`src/rtl/store_buffer.sv`:
```
// store_buffer: in-order write buffer between the memory stage and the data memory.
// Committed stores are queued in a DEPTH-entry circular FIFO and drained to the
// memory write port whenever an unstalled load is not using that port.
// Loads look up the queue by word address. Store-to-load forwarding is built
// only when STORE_FWD_EN is defined. Without it, any address match with a
// queued store stalls the load until the matching stores have drained.
module store_buffer #(
    parameter int unsigned DATA_WIDTH = 32,
    parameter int unsigned DEPTH      = 4
) (
    input  logic                  iClk,
    input  logic                  iRstN,
    input  logic                  iReqValid,
    input  logic                  iReqStore,
    input  logic [DATA_WIDTH-1:0] iAddress,
    input  logic [3:0]            iByteMask,
    input  logic [DATA_WIDTH-1:0] iWriteData,
    output logic                  oStall,
    output logic                  oFwdValid,
    output logic [DATA_WIDTH-1:0] oFwdData,
    output logic                  oMemWriteEn,
    output logic [DATA_WIDTH-1:0] oMemAddress,
    output logic [DATA_WIDTH-1:0] oMemData,
    output logic [3:0]            oMemByteMask,
    input  logic                  iMemReady,
    output logic                  oEmpty
);

    localparam int unsigned PTR_W  = (DEPTH > 1) ? $clog2(DEPTH) : 1;
    localparam int unsigned CNT_W  = PTR_W + 1;
    localparam int unsigned WA_W   = DATA_WIDTH - 2;
    localparam int unsigned LANE_W = DATA_WIDTH / 4;

    // Queue storage and pointers
    logic [WA_W-1:0]       addr_q [DEPTH];
    logic [WA_W-1:0]       addr_d [DEPTH];
    logic [DATA_WIDTH-1:0] data_q [DEPTH];
    logic [DATA_WIDTH-1:0] data_d [DEPTH];
    logic [3:0]            mask_q [DEPTH];
    logic [3:0]            mask_d [DEPTH];
    logic [PTR_W-1:0]      head_q, head_d;
    logic [PTR_W-1:0]      tail_q, tail_d;
    logic [CNT_W-1:0]      count_q, count_d;

    // Request decode and control
    logic [WA_W-1:0]       req_waddr;
    logic                  is_load;
    logic                  is_store;
    logic                  empty;
    logic                  full;
    logic                  match_any;
    logic                  load_stall;
    logic                  stall;
    logic                  mem_we;
    logic                  enq;
    logic                  deq;
    logic                  fwd_valid;
    logic [DATA_WIDTH-1:0] fwd_data;
    logic [PTR_W-1:0]      idx;
    logic                  unused_addr_lsb;

`ifdef STORE_FWD_EN
    logic [3:0]            covered;
    logic [DATA_WIDTH-1:0] merged;
`endif

    assign req_waddr       = iAddress[DATA_WIDTH-1:2];
    // The byte offset is already folded into iByteMask, so the address LSBs carry no information here.
    assign unused_addr_lsb = ^iAddress[1:0];

    // Associative lookup: walk entries oldest to youngest so the youngest store wins each byte
    always_comb begin
        match_any = 1'b0;
        idx       = '0;
`ifdef STORE_FWD_EN
        covered   = '0;
        merged    = '0;
`endif
        for (int unsigned k = 0; k < DEPTH; k++) begin
            idx = head_q + PTR_W'(k);
            if ((CNT_W'(k) < count_q) && (addr_q[idx] == req_waddr)) begin
                match_any = 1'b1;
`ifdef STORE_FWD_EN
                covered = covered | mask_q[idx];
                for (int unsigned b = 0; b < 4; b++) begin
                    if (mask_q[idx][b]) begin
                        merged[b*LANE_W +: LANE_W] = data_q[idx][b*LANE_W +: LANE_W];
                    end
                end
`endif
            end
        end
    end

    // Stall, forwarding and drain arbitration; stall never depends on iMemReady
    always_comb begin
        is_load   = iReqValid & ~iReqStore;
        is_store  = iReqValid & iReqStore;
        empty     = (count_q == '0);
        full      = (count_q == CNT_W'(DEPTH));
        fwd_valid = 1'b0;
        fwd_data  = '0;
`ifdef STORE_FWD_EN
        load_stall = is_load & match_any & ((covered & iByteMask) != iByteMask);
        if (is_load && match_any && !load_stall) begin
            fwd_valid = 1'b1;
            for (int unsigned b = 0; b < 4; b++) begin
                if (iByteMask[b]) begin
                    fwd_data[b*LANE_W +: LANE_W] = merged[b*LANE_W +: LANE_W];
                end
            end
        end
`else
        load_stall = is_load & match_any;
`endif
        stall  = (is_store & full) | load_stall;
        // A stalled load gives the port up so the stores it waits on can drain
        mem_we = ~empty & ~(is_load & ~stall);
        enq    = is_store & ~stall;
        deq    = mem_we & iMemReady;
    end

    // Next-state for pointers, occupancy and the entry written at tail
    always_comb begin
        head_d = head_q;
        tail_d = tail_q;
        addr_d = addr_q;
        data_d = data_q;
        mask_d = mask_q;
        if (deq) begin
            head_d = head_q + 1'b1;
        end
        if (enq) begin
            tail_d         = tail_q + 1'b1;
            addr_d[tail_q] = req_waddr;
            data_d[tail_q] = iWriteData;
            mask_d[tail_q] = iByteMask;
        end
        case ({enq, deq})
            2'b10:   count_d = count_q + 1'b1;
            2'b01:   count_d = count_q - 1'b1;
            default: count_d = count_q;
        endcase
    end

    // State register with asynchronous clear that discards all queued stores
    always_ff @(posedge iClk or negedge iRstN) begin
        if (!iRstN) begin
            head_q  <= '0;
            tail_q  <= '0;
            count_q <= '0;
            for (int unsigned i = 0; i < DEPTH; i++) begin
                addr_q[i] <= '0;
                data_q[i] <= '0;
                mask_q[i] <= '0;
            end
        end else begin
            head_q  <= head_d;
            tail_q  <= tail_d;
            count_q <= count_d;
            addr_q  <= addr_d;
            data_q  <= data_d;
            mask_q  <= mask_d;
        end
    end

    assign oStall       = stall;
    assign oFwdValid    = fwd_valid;
    assign oFwdData     = fwd_data;
    assign oMemWriteEn  = mem_we;
    assign oMemAddress  = {addr_q[head_q], 2'b00};
    assign oMemData     = data_q[head_q];
    assign oMemByteMask = mask_q[head_q];
    assign oEmpty       = empty;

endmodule

```
`config.mk`:
```
export PLATFORM = sky130hd
export DESIGN_NAME = store_buffer
export DESIGN_NICKNAME = d
export VERILOG_FILES = /design/src/rtl/store_buffer.sv
export SDC_FILE = /design/constraint.sdc
export NUM_CORES = 1
export LEC_CHECK = 0
export ABC_AREA = 1
export CAP_MARGIN = 0
export CORE_MARGIN = 2
export CORE_UTILIZATION = 58
export DETAILED_ROUTE_END_ITERATION = 8
export GPL_ROUTABILITY_DRIVEN = 0
export PLACE_DENSITY = 0.82
export SYNTH_ARGS = -nofsm -noshare
export SYNTH_HDL_FRONTEND = slang
export SYNTH_SLANG_ARGS = --single-unit
```
`constraint.sdc`:
```
create_clock -name iClk -period 3.4 [get_ports iClk]
set_input_delay 0.68 -clock iClk [delete_from_list [all_inputs] [get_ports iClk]]
set_output_delay 0.68 -clock iClk [all_outputs]
set_load 0.01 [all_outputs]
```
Word level (Yosys, flattened, before mapping)

Index checks and enable logic that the tools add are counted.

Register bits after elaboration: 271
Input port bits: 73
Word-level logic and storage cells: 95

Add/subtract/negate cells: 6
Order comparisons: 10
Eq/ne operators: 7
Multiplexer cells: 32
Bitwise operators: 18
Reduce and logical (&&, ||, !) cells: 7

Operator list:

| kind                                                                         | count |
|---|---|
| 30-bit 2-to-1 mux                                                            | 9 |
| 30-bit binary-select mux with 2-bit select                                   | 4 |
| 128-bit bitwise mux                                                          | 1 |
| 120-bit bitwise mux                                                          | 1 |
| 30-bit equality test                                                         | 4 |
| 32-bit 2-to-1 mux                                                            | 3 |
| 32-bit binary-select mux with 2-bit select                                   | 1 |
| 32-bit demux with 2-bit select                                               | 1 |
| 30-bit demux with 2-bit select                                               | 1 |
| 16-bit bitwise mux                                                           | 1 |
| 3-bit greater-or-equal comparator (second input constant)                    | 5 |
| 2-bit inverter with 3-bit output                                             | 5 |
| 4-bit 2-to-1 mux                                                             | 3 |
| 1-bit AND                                                                    | 8 |
| 4-bit binary-select mux with 2-bit select                                    | 1 |
| 4-bit demux with 2-bit select                                                | 1 |
| 1-bit by 3-bit less-than comparator with 1-bit output (first input constant) | 2 |
| 2-bit by 3-bit less-than comparator with 1-bit output (first input constant) | 2 |
| 3-bit one-hot mux with 2 select lines                                        | 1 |
| 1-bit logical AND                                                            | 5 |
| 2-bit by 1-bit adder with 2-bit output (second input constant)               | 2 |
| 2-bit adder (second input constant)                                          | 2 |
| 1-bit 2-to-1 mux                                                             | 4 |
| 1-bit inverter                                                               | 4 |
| 9 further kinds                                                              | 9 |

Logic depth before layout (Yosys ltp)

Gate-level depths: netlist (run 1).

Word-level depth: 19
Depth in mapped cells: 25
Gate-level depth less buffers: 23

Worst setup path before layout (run 1)

OpenSTA, ideal clock, no wires.

Path kind: register -> register
Start point: reg head_q[0]
End point: reg count_q[2]
Library setup time: 0.118 ns
Arrival: 2.447 ns
Data required time: 3.282 ns
Slack: 0.835 ns
Stages on the path, launching flop included: 23
Buffers on the path: 3
Cell sequence: dfrtp_1 inv_2 buf_2 nand2_1 nand2_2 buf_6 buf_4 nand3_1 a21oi_1 nor2_1 nand2_1 nor2_1 nand2_1 nor2_1 nor2_1 nand3_2 nand3_2 inv_1 ha_1 nor2_1 o21ai_0 xor2_1 inv_1

Word-level cells in the longest chain between the ends: 19

RTL lines:

| what                                                                                                                        | line   | source |
|---|---|---|
| start, declared                                                                                                             | 41     | `logic [PTR_W-1:0] head_q, head_d;` |
| start signal, assigned                                                                                                      | 149    | `head_q <= '0;` |
| start signal, assigned                                                                                                      | 158    | `head_q <= head_d;` |
| 2-bit by 1-bit adder with 2-bit output / 2-bit inverter with 3-bit output (equally long branches)                           | 80, 81 |  |
| 2-bit inverter with 3-bit output (not written as such) / 30-bit binary-select mux with 2-bit select (equally long branches) | 81     | `if ((CNT_W'(k) < count_q) && (addr_q[idx] == req_waddr)) begin` |
| 30-bit binary-select mux with 2-bit select / 30-bit 2-to-1 mux (equally long branches)                                      | 81     |  |
| 30-bit 2-to-1 mux (not written as such)                                                                                     | 81     |  |
| 30-bit 2-to-1 mux (not written as such) / 30-bit equality test (equally long branches)                                      | 81     |  |
| 30-bit equality test / 1-bit logical AND (equally long branches)                                                            | 81     |  |
| 1-bit logical AND / 1-bit 2-to-1 mux (equally long branches)                                                                | 81     |  |
| 1-bit 2-to-1 mux (2 in a row)                                                                                               | 81     |  |
| [... 3 more ...]                                                                                                            | n/a    |  |
| 1-bit inverter *                                                                                                            | 118    | `mem_we = ~empty & ~(is_load & ~stall);` |
| 1-bit AND *                                                                                                                 | 118    |  |
| 1-bit inverter *                                                                                                            | 118    |  |
| 1-bit AND *                                                                                                                 | 118    |  |
| 1-bit AND *                                                                                                                 | 120    | `deq = mem_we & iMemReady;` |
| via deq                                                                                                                     | 56     | `logic deq;` |
| 2-bit by 1-bit equality test with 1-bit output / 2-bit equality test (equally long branches)                                | 139    | `case ({enq, deq})` |
| 3-bit one-hot mux with 2 select lines / 2-bit nonzero test (equally long branches)                                          | n/a    |  |
| end signal, assigned                                                                                                        | 160    | `count_q <= count_d;` |
| end, declared                                                                                                               | 43     | `logic [CNT_W-1:0] count_q, count_d;` |

The timed path passes the listed nets; every way through them passes the cells marked *. The select of a mux whose other input is x is not followed.
A chain may end at the register's enable or synchronous reset.

Worst setup path after layout (run 1)

Start point: reg head_q[0]
End point: out oStall

Word-level cells in the longest chain between the ends: 12

RTL lines:

| what                                                                                                                        | line   | source |
|---|---|---|
| 2-bit by 1-bit adder with 2-bit output / 2-bit inverter with 3-bit output (equally long branches)                           | 80, 81 |  |
| 2-bit inverter with 3-bit output (not written as such) / 30-bit binary-select mux with 2-bit select (equally long branches) | 81     |  |
| 30-bit binary-select mux with 2-bit select / 30-bit 2-to-1 mux (equally long branches)                                      | 81     |  |
| 30-bit 2-to-1 mux (not written as such)                                                                                     | 81     |  |
| 30-bit 2-to-1 mux (not written as such) / 30-bit equality test (equally long branches)                                      | 81     |  |
| 30-bit equality test / 1-bit logical AND (equally long branches)                                                            | 81     |  |
| 1-bit logical AND / 1-bit 2-to-1 mux (equally long branches)                                                                | 81     |  |
| 1-bit 2-to-1 mux (2 in a row)                                                                                               | 81     |  |
| 1-bit 2-to-1 mux *                                                                                                          | 81     |  |
| 1-bit AND *                                                                                                                 | 114    | `load_stall = is_load & match_any;` |
| 1-bit bitwise OR *                                                                                                          | 116    | `stall = (is_store & full) \| load_stall;` |
| end, declared                                                                                                               | 18     | `output logic oStall,` |

Every way passes the cells marked *; elsewhere a longest branch is shown, timed or not. The select of a mux whose other input is x is not followed.

==> impl_results.md, run 1 <==
* Count of non-filler cells in the finished layout at 3046
* Later-pin clock latency in the skew report at 0.57 ns
* H-tree Lvls at 1
* CP max-delay cell: dfrtp_4
* Most used cells in the layout excluding fill and tap cells: nand2_1, nand3_1, o21ai_0, dfrtp_1, inv_1
* TritonCTS clock tree: yes
* Clock tree skew after final layout at 0.0123 ns
* Largest incremental delay on the critical path at 0.53 ns
* Max Root-Sink Buffers at 3
* Pre-CTS worst setup slack at -0.235 ns
* DRC violation count after routing at 0
* Power per Cell Area at 1120 mW/mm²
* Number of port buffers at 139
* Slew at the pin closest to its max-slew limit at 0.588 ns
* Max-capacitance violation count at 0
* Overall routed net length at 53100 µm
* Gate count of the mapped netlist at 2436
* Post-synthesis simple-gate area fraction at 37.2%
* Synthesis-to-finish area growth at 26.7%
* Routed WL per cell at 17.4 µm
* Setup repair after global routing missed its margin: yes
* Total of flip-flops plus latches after synthesis at 271
* Initial antenna violation count at 0
* Count of TritonRoute iterations in the first routing pass at 9
* Clk sink count at 271
* Fraction of the mapped netlist area in adder cells at 0.692%
* Global-route congestion overflow total at 0
* Ant diodes at 0
* First-pass GRT wire length at 83100 µm
* Area share of the largest cell type after synthesis at 41.7%
* Placed wire-length estimate at 33100 µm
* Final setup TNS at -0.546 ns
* Starting DRT DRC Count at 2160
* Total global routing track utilization at 35.4%
* Largest family of logic cells by synthesized area: simple AND/OR/NAND/NOR gates
* Required time reported for the critical path endpoint at 2.72 ns
* Number of nets at the end of the flow at 2727
* Series of cell instances along the critical path: clkinv_8 -> buf_8 -> buf_12 -> buf_6 -> nand2_2 -> nand2_2 -> nand2_2 -> nand2_1 -> nand2_1 -> nand2_1 -> nor2_1 -> nand2_1 -> nor2_1 -> nand2_1 -> nor2_2 -> nor2_4 -> nand2_1 -> nand2_1 -> o31ai_1 -> buf_2
* Floorplan die area at 0.0294 mm²
* Fraction of the yosys area taken by sequential cells at 41.7%
* Total core area at 0.0277 mm²
* Io pins at 177
* Complex-gate fraction of the synthesized area at 10.9%
* Max rail drop VDD at 0.624 mV
* Count of cell types in the netlist at 27
* Xor/xnor share of the synthesized area at 0.484%
* Portion of the clock cycle consumed by the worst path in the final layout at 108%
* Die height at 171 µm
* CTS Root Cell: clkbuf_16
* Ratio of cells with drive above 1 in the final layout at 12.1%
* Summed instance area of the synthesized netlist at 0.0163 mm²
* Top cells by area, synth: dfrtp_1, nand2_1, nand3_1
* Static Leak at 10.7 nW
* CTS clk-pin slew, worst paths at 0.06 ns
* Final hold violations at 0
* Yosys Warn Count at 0
* Violations in the final reports: negative setup slack
* Type of destination of the critical path: output pin
* Share of synthesized area spent on multiplexers at 0%
* Cell type with the highest aggregate area in the netlist: dfrtp_1
* Ratio of routed vias to standard cells at 5.86
* Endpoint arrival time on the critical path at 3.00 ns
* Fmax at 272 MHz
* Maximum number of pins on one net before global-route repair at 82
* Die Span X at 171 µm
* Final setup margin at -0.280 ns
* Number of failing setup endpoints in the final timing report at 2
* Number of buffers created by CTS at 30
* Post-layout minimum cycle time at 3.68 ns
* Tightest Hold Check Type: in2async
* # placed instances at 2965
* Detailed-route via count at 17800
* Kind of critical path: reg2out
* Relative slew margins at 60.8%
* Final hold slack at 0.0464 ns
* Post-Syn Area per Cell at 6.68 µm²
* Highest fanout seen on the critical path at 12
* Run status: complete, but fails checks
* Slew Limit Fails at 0
* Most common cell after layout, fill and taps aside: nand2_1
* Initial Utilization at 58.7%
* Antenna Nets Post-Route at 0
* Top cell by count, worst path: nand2_1
* Category of the worst setup path launch point: flip-flop
* Via count of the first global-routing pass at 16900
* Utilization of the core after routing at 74.4%
* FP Rows at 61
-- cell families (layout without fill, tap and decap cells) --
kind of cell	after synthesis	in the layout
adders and majority gates	9	9
other	1	35
AOI/OAI and AO/OA	337	337
buffers and inverters	312	510
and+or+nand+nor	1497	1497
xor gates and xnor gates	9	9
DFF	271	271
-- worst paths after layout --
check,start,to,slack (ns),cells past startpoint
worst min register to register,data_q[61],data_q[61],0.48,2
min in group iClk,data_q[61],data_q[61],0.48,2
worst max-delay path,head_q[0],oStall,-0.28,20
max in group asynchronous,iRstN,addr_q[64],2.45,2
worst max register to register,head_q[0],count_q[2],0.14,26
worst min-delay path,iRstN,addr_q[48],0.05,1
-- critical path, delay by kind of cell, from the launching register on --
family,cells,cell delay [ns]
flops,1,0.53
compound gates,1,0.06
buf+inv,5,0.70
simple gates,14,1.16
-- where the power goes --
group	total, mW	leakage, nW	switching [mW]	internal, mW
Combinational	13.7	6.82	8.09	5.58
Sequential	5.87	3.39	1.12	4.76
Clock	3.61	0.537	1.38	2.23
Total	23.2	10.7	10.6	12.6
-- cell type report --
class                      instances  area [µm²]
timing repair buffer             312        3210
multi-input combinational       1887        8490
tap                              378         473
clock inverter                    15         241
sequential                       271        6790
fill                            2050        7080
clock buffer                      40         860
inverter                         142         551
timing repair inverter             1        6.26
-- layer usage --
layer  part of all wire, %  routed length, µm  global-route usage, %  up-vias
li1                      -                  -                      -     8195
met1                    37              19800                   44.1     8249
met2                    46              24300                   57.9     1121
met3                    11               5780                   6.53      272
met4                   6.0               3190                   19.9        0
met5                     0                  0                      0        -
-- flip-flops by register name, summed over array words and instances, names as in the netlist --
register and flops:
head_q 2, addr_q 120, data_q 128, tail_q 2
mask_q 16, count_q 3
-- repair_timing --
| item | in CTS | in global routing |
|---|---|---|
| endpoints found under the setup margin | 27 | 22 |
| gates resized for setup | 62 | 82 |
| setup buffers | 10 | 8 |
| pin swaps | 12 | 34 |
| cloned | 8 | 4 |
| hold buffers | 0 | 0 |
-- Yosys cell counts (all sizes together) --
| library cell | number |
|---|---|
| a21oi | 3 |
| a22oi | 36 |
| buf | 86 |
| clkbuf | 84 |
| clkinv | 2 |
| conb | 1 |
| dfrtp | 271 |
| ha | 9 |
| inv | 140 |
| nand2 | 1075 |
| nand3 | 333 |
| nand4 | 2 |
| nor2 | 85 |
| nor3 | 1 |
| o21ai | 297 |
| o31ai | 1 |
| or2 | 1 |
| xnor2 | 2 |
| xor2 | 7 |
-- stage by stage --
step	area (µm²)	power (mW)
after global routing	20600	24.7
after global placement	18700	17.2
after detailed placement	18700	17.7
final	20600	23.2
after floorplan	16400	13.0
after CTS	20300	22.3
Power figures use the tool's default switching activity.
==> inputs of run 2 (changes only) <==
Settings changed: CORE_MARGIN 2 to 5, CTS_BUF_LIST from default to sky130_fd_sc_hd__clkbuf_16.
==> impl_results.md, run 2 (synthesis results as in run 1) <==
* Type of destination of the critical path: output pin (unchanged)
* Synthesis-to-finish area growth at 25.5% (was 26.7%)
* Final hold slack at 0.0136 ns (was 0.0464 ns)
* Floorplan die area at 0.0315 mm² (was 0.0294 mm²)
* Total stage count of the critical path at 17 (was 20)
* Number of buffers created by CTS at 30 (unchanged)
* Clk sink count at 271 (unchanged)
* # placed instances at 2969 (was 2965)
* Detailed-route via count at 17500 (was 17800)
* Global-route congestion overflow total at 0 (unchanged)
* Routed WL per cell at 16.9 µm (was 17.4 µm)
* H-tree Lvls at 1 (unchanged)
* Fmax at 270 MHz (was 272 MHz)
* Maximum number of pins on one net before global-route repair at 115 (was 82)
* Relative slew margins at 57.6% (was 60.8%)
* Most common cell after layout, fill and taps aside: nand2_1 (unchanged)
* Die Span X at 177 µm (was 171 µm)
* TritonCTS clock tree: yes (unchanged)
* Clock share of power at 14.9% (was 15.6%)
* Sequential cell area at 0.00679 mm² (unchanged)
* Max Root-Sink Buffers at 3 (unchanged)
* Series of cell instances along the critical path: clkinv_8 -> buf_12 -> clkbuf_16 -> nand2_1 -> nand3_1 -> nand2_1 -> o21ai_1 -> nor2_1 -> nand2_1 -> nor2_1 -> nand2_1 -> nor2_2 -> nor2_4 -> nand2_1 -> nand2_1 -> o31ai_1 -> buf_2 (was clkinv_8 -> buf_8 -> buf_12 -> buf_6 -> nand2_2 -> nand2_2 -> nand2_2 -> nand2_1 -> nand2_1 -> nand2_1 -> nor2_1 -> nand2_1 -> nor2_1 -> nand2_1 -> nor2_2 -> nor2_4 -> nand2_1 -> nand2_1 -> o31ai_1 -> buf_2)
* Largest registers: data_q: 128 flops, addr_q: 120 flops, mask_q: 16 flops (unchanged)
* Run status: complete, but fails checks (unchanged)
* Kind of critical path: reg2out (unchanged)
* Die height at 177 µm (was 171 µm)
* Most used cells in the layout excluding fill and tap cells: nand2_1, nand3_1, o21ai_0, dfrtp_1, inv_1 (unchanged)
* Required time reported for the critical path endpoint at 2.72 ns (about the same)
* Number of failing setup endpoints in the final timing report at 3 (was 2)
* Top cell by count, worst path: nand2_1 (unchanged)
* Largest incremental delay on the critical path at 0.53 ns (about the same)
* Register containing the most flip-flops in the final layout: data_q (unchanged)
* Number of flip-flops in the largest register at 128 (unchanged)
* Total global routing track utilization at 32.3% (was 35.4%)
* Slew Limit Fails at 0 (unchanged)
* Clock tree skew after final layout at 0.0268 ns (was 0.0123 ns)
* Ant diodes at 0 (unchanged)
* Later-pin clock latency in the skew report at 0.59 ns (was 0.57 ns)
* Antenna Nets Post-Route at 0 (unchanged)
* Logic gate share of total power at 59.2% (was 59.0%)
* R2R Setup Slk at 0.12 ns (was 0.14 ns)
* Starting DRT DRC Count at 1817 (was 2160)
* Setup repair after global routing missed its margin: yes (unchanged)
* Portion of total power attributed to sequential cells at 25.9% (was 25.4%)
* Max rail drop VDD at 0.694 mV (was 0.624 mV)
* P_int at 12.3 mW (was 12.6 mW)
* Io pins at 177 (unchanged)
* Initial antenna violation count at 0 (unchanged)
* Category of the worst setup path launch point: flip-flop (unchanged)
* Count of TritonRoute iterations in the first routing pass at 9 (unchanged)
* Ratio of routed vias to standard cells at 5.75 (was 5.86)
* Via count of the first global-routing pass at 17000 (was 16900)
* Tightest Hold Check Type: in2async (unchanged)
* Pre-CTS worst setup slack at -0.227 ns (was -0.235 ns)
* Highest fanout seen on the critical path at 12 (unchanged)
* CTS Root Cell: clkbuf_16 (unchanged)
* Number of nets at the end of the flow at 2725 (was 2727)
* Hold buffers post-CTS at 0 (unchanged)
* Power per Cell Area at 1110 mW/mm² (was 1120 mW/mm²)
* Top delay family on crit path: simple AND/OR/NAND/NOR gates (unchanged)
* Switching Power at 10.3 mW (was 10.6 mW)
* Portion of the clock cycle consumed by the worst path in the final layout at 109% (was 108%)
* Initial Utilization at 58.7% (unchanged)
* Number of buffers and inverters on the critical path at 4 (was 5)
* Static Leak at 10.7 nW (about the same)
* Max-capacitance violation count at 0 (unchanged)
* Reg2Reg Launch Point: head_q[0] (unchanged)
* Area of the multi-input gates at 0.00835 mm² (was 0.00849 mm²)
* Slew at the pin closest to its max-slew limit at 0.635 ns (was 0.588 ns)
* Placed wire-length estimate at 33000 µm (was 33100 µm)
* Post-layout minimum cycle time at 3.70 ns (was 3.68 ns)
* Final setup margin at -0.298 ns (was -0.280 ns)
* Fill cell instance count of the final layout at 2128 (was 2050)
* DRC violation count after routing at 0 (unchanged)
* First-pass GRT wire length at 83100 µm (about the same)
* Utilization of the core after routing at 73.7% (was 74.4%)
* Ratio of cells with drive above 1 in the final layout at 10.2% (was 12.1%)
* Endpoint arrival time on the critical path at 3.02 ns (was 3.00 ns)
* CP max-delay cell: dfrtp_4 (unchanged)
* FP Rows at 61 (unchanged)
* Final hold violations at 0 (unchanged)
* CTS clk-pin slew, worst paths at 0.06 ns (about the same)
* Logic depth of the worst register-to-register path at 22 (was 26)
* End of the worst register-to-register path: count_q[2] (unchanged)
* Switching power as a share of total power at 45.4% (was 45.7%)
* Total core area at 0.0277 mm² (unchanged)
* Number of port buffers at 139 (unchanged)
* Overall routed net length at 51500 µm (was 53100 µm)
* Violations in the final reports: negative setup slack (unchanged)
* Count of non-filler cells in the finished layout at 3043 (was 3046)
run 2: cell count changes in the layout (fill, tap and decap cells not counted), sizes merged:
cell           change
inv                +1
clkinvlp           -1
clkdlybuf4s50      +1
clkinv             +9
bufinv             -1
buf                +2
dlymetal6s2s       -1
clkbuf            -13
run 2: metrics by stage:
| step | TNS, ns | instance area, µm² | total power, mW |
|---|---|---|---|
| 2_1_floorplan | 0 | 16400 | 13.0 |
| 3_3_place_gp | -0.391 | 18800 | 17.3 |
| 3_5_place_dp | -0.492 | 18800 | 17.7 |
| 4_1_cts | -0.478 | 20300 | 22.2 |
| 5_1_grt | -1.96 | 20400 | 24.3 |
| 6_report | -0.570 | 20400 | 22.6 |
run 2: worst reg2reg max path, cell delays in order (launching register included):
cell and delay, ns:
dfrtp_4 0.57, clkinv_8 0.13, buf_12 0.13, clkbuf_16 0.16
nand2_1 0.08, nand3_1 0.08, nand2_1 0.08, o21ai_0 0.23
nor2_2 0.07, nand2_1 0.07, nor2_1 0.04, nand2_1 0.11
nor2_2 0.06, nor2_2 0.20, nand3_2 0.14, buf_4 0.17
nand3_2 0.07, inv_1 0.05, ha_1 0.29, nor2_1 0.11
o21ai_0 0.11, xor2_1 0.15, inv_1 0.05
run 2: final cells by class:
class,count,share of cell area (%)
Timing Repair Buffer,311,15.9
Clock buffer,30,3.68
Inverter,142,2.68
Multi-Input combinational cell,1887,40.9
Tap cell,378,2.32
Sequential cell,271,33.2
Clock inverter,24,1.26
run 2: metal layers:
metal  vias up  routed length, µm  track usage [%]
met1      8017              19500             40.5
met3       251               5160             5.54
met5         -                  0                0
met2      1053              23800             53.2
li1       8182                  -                -
met4         0               3120             17.6
run 2: repair_timing:
item | CTS | global route
cloned | 8 | 1
gates resized for setup | 69 | 21
buffers inserted | 11 | 0
endpoints found under the setup margin | 16 | 35
pin swaps | 14 | 11
run 2: worst max path at each step:
stage | to | slack [ns] | startpoint
global placement | oStall | -0.21 | iAddress[2]
global route | oStall | -0.48 | head_q[0]
CTS | oStall | -0.25 | head_q[0]
finish | oStall | -0.30 | head_q[0]
floorplan | count_q[2] | 0.83 | head_q[0]
detailed placement | oStall | -0.23 | iAddress[24]
run 2: power groups by stage:
stage / clock network (mW) / logic (mW) / registers [mW]
6_report: 3.36 / 13.4 / 5.87
5_1_grt: 3.52 / 14.7 / 6.04
4_1_cts: 3.39 / 13.0 / 5.82
3_5_place_dp: 0 / 11.9 / 5.83
3_3_place_gp: 0 / 11.5 / 5.74
2_1_floorplan: 0 / 7.51 / 5.52
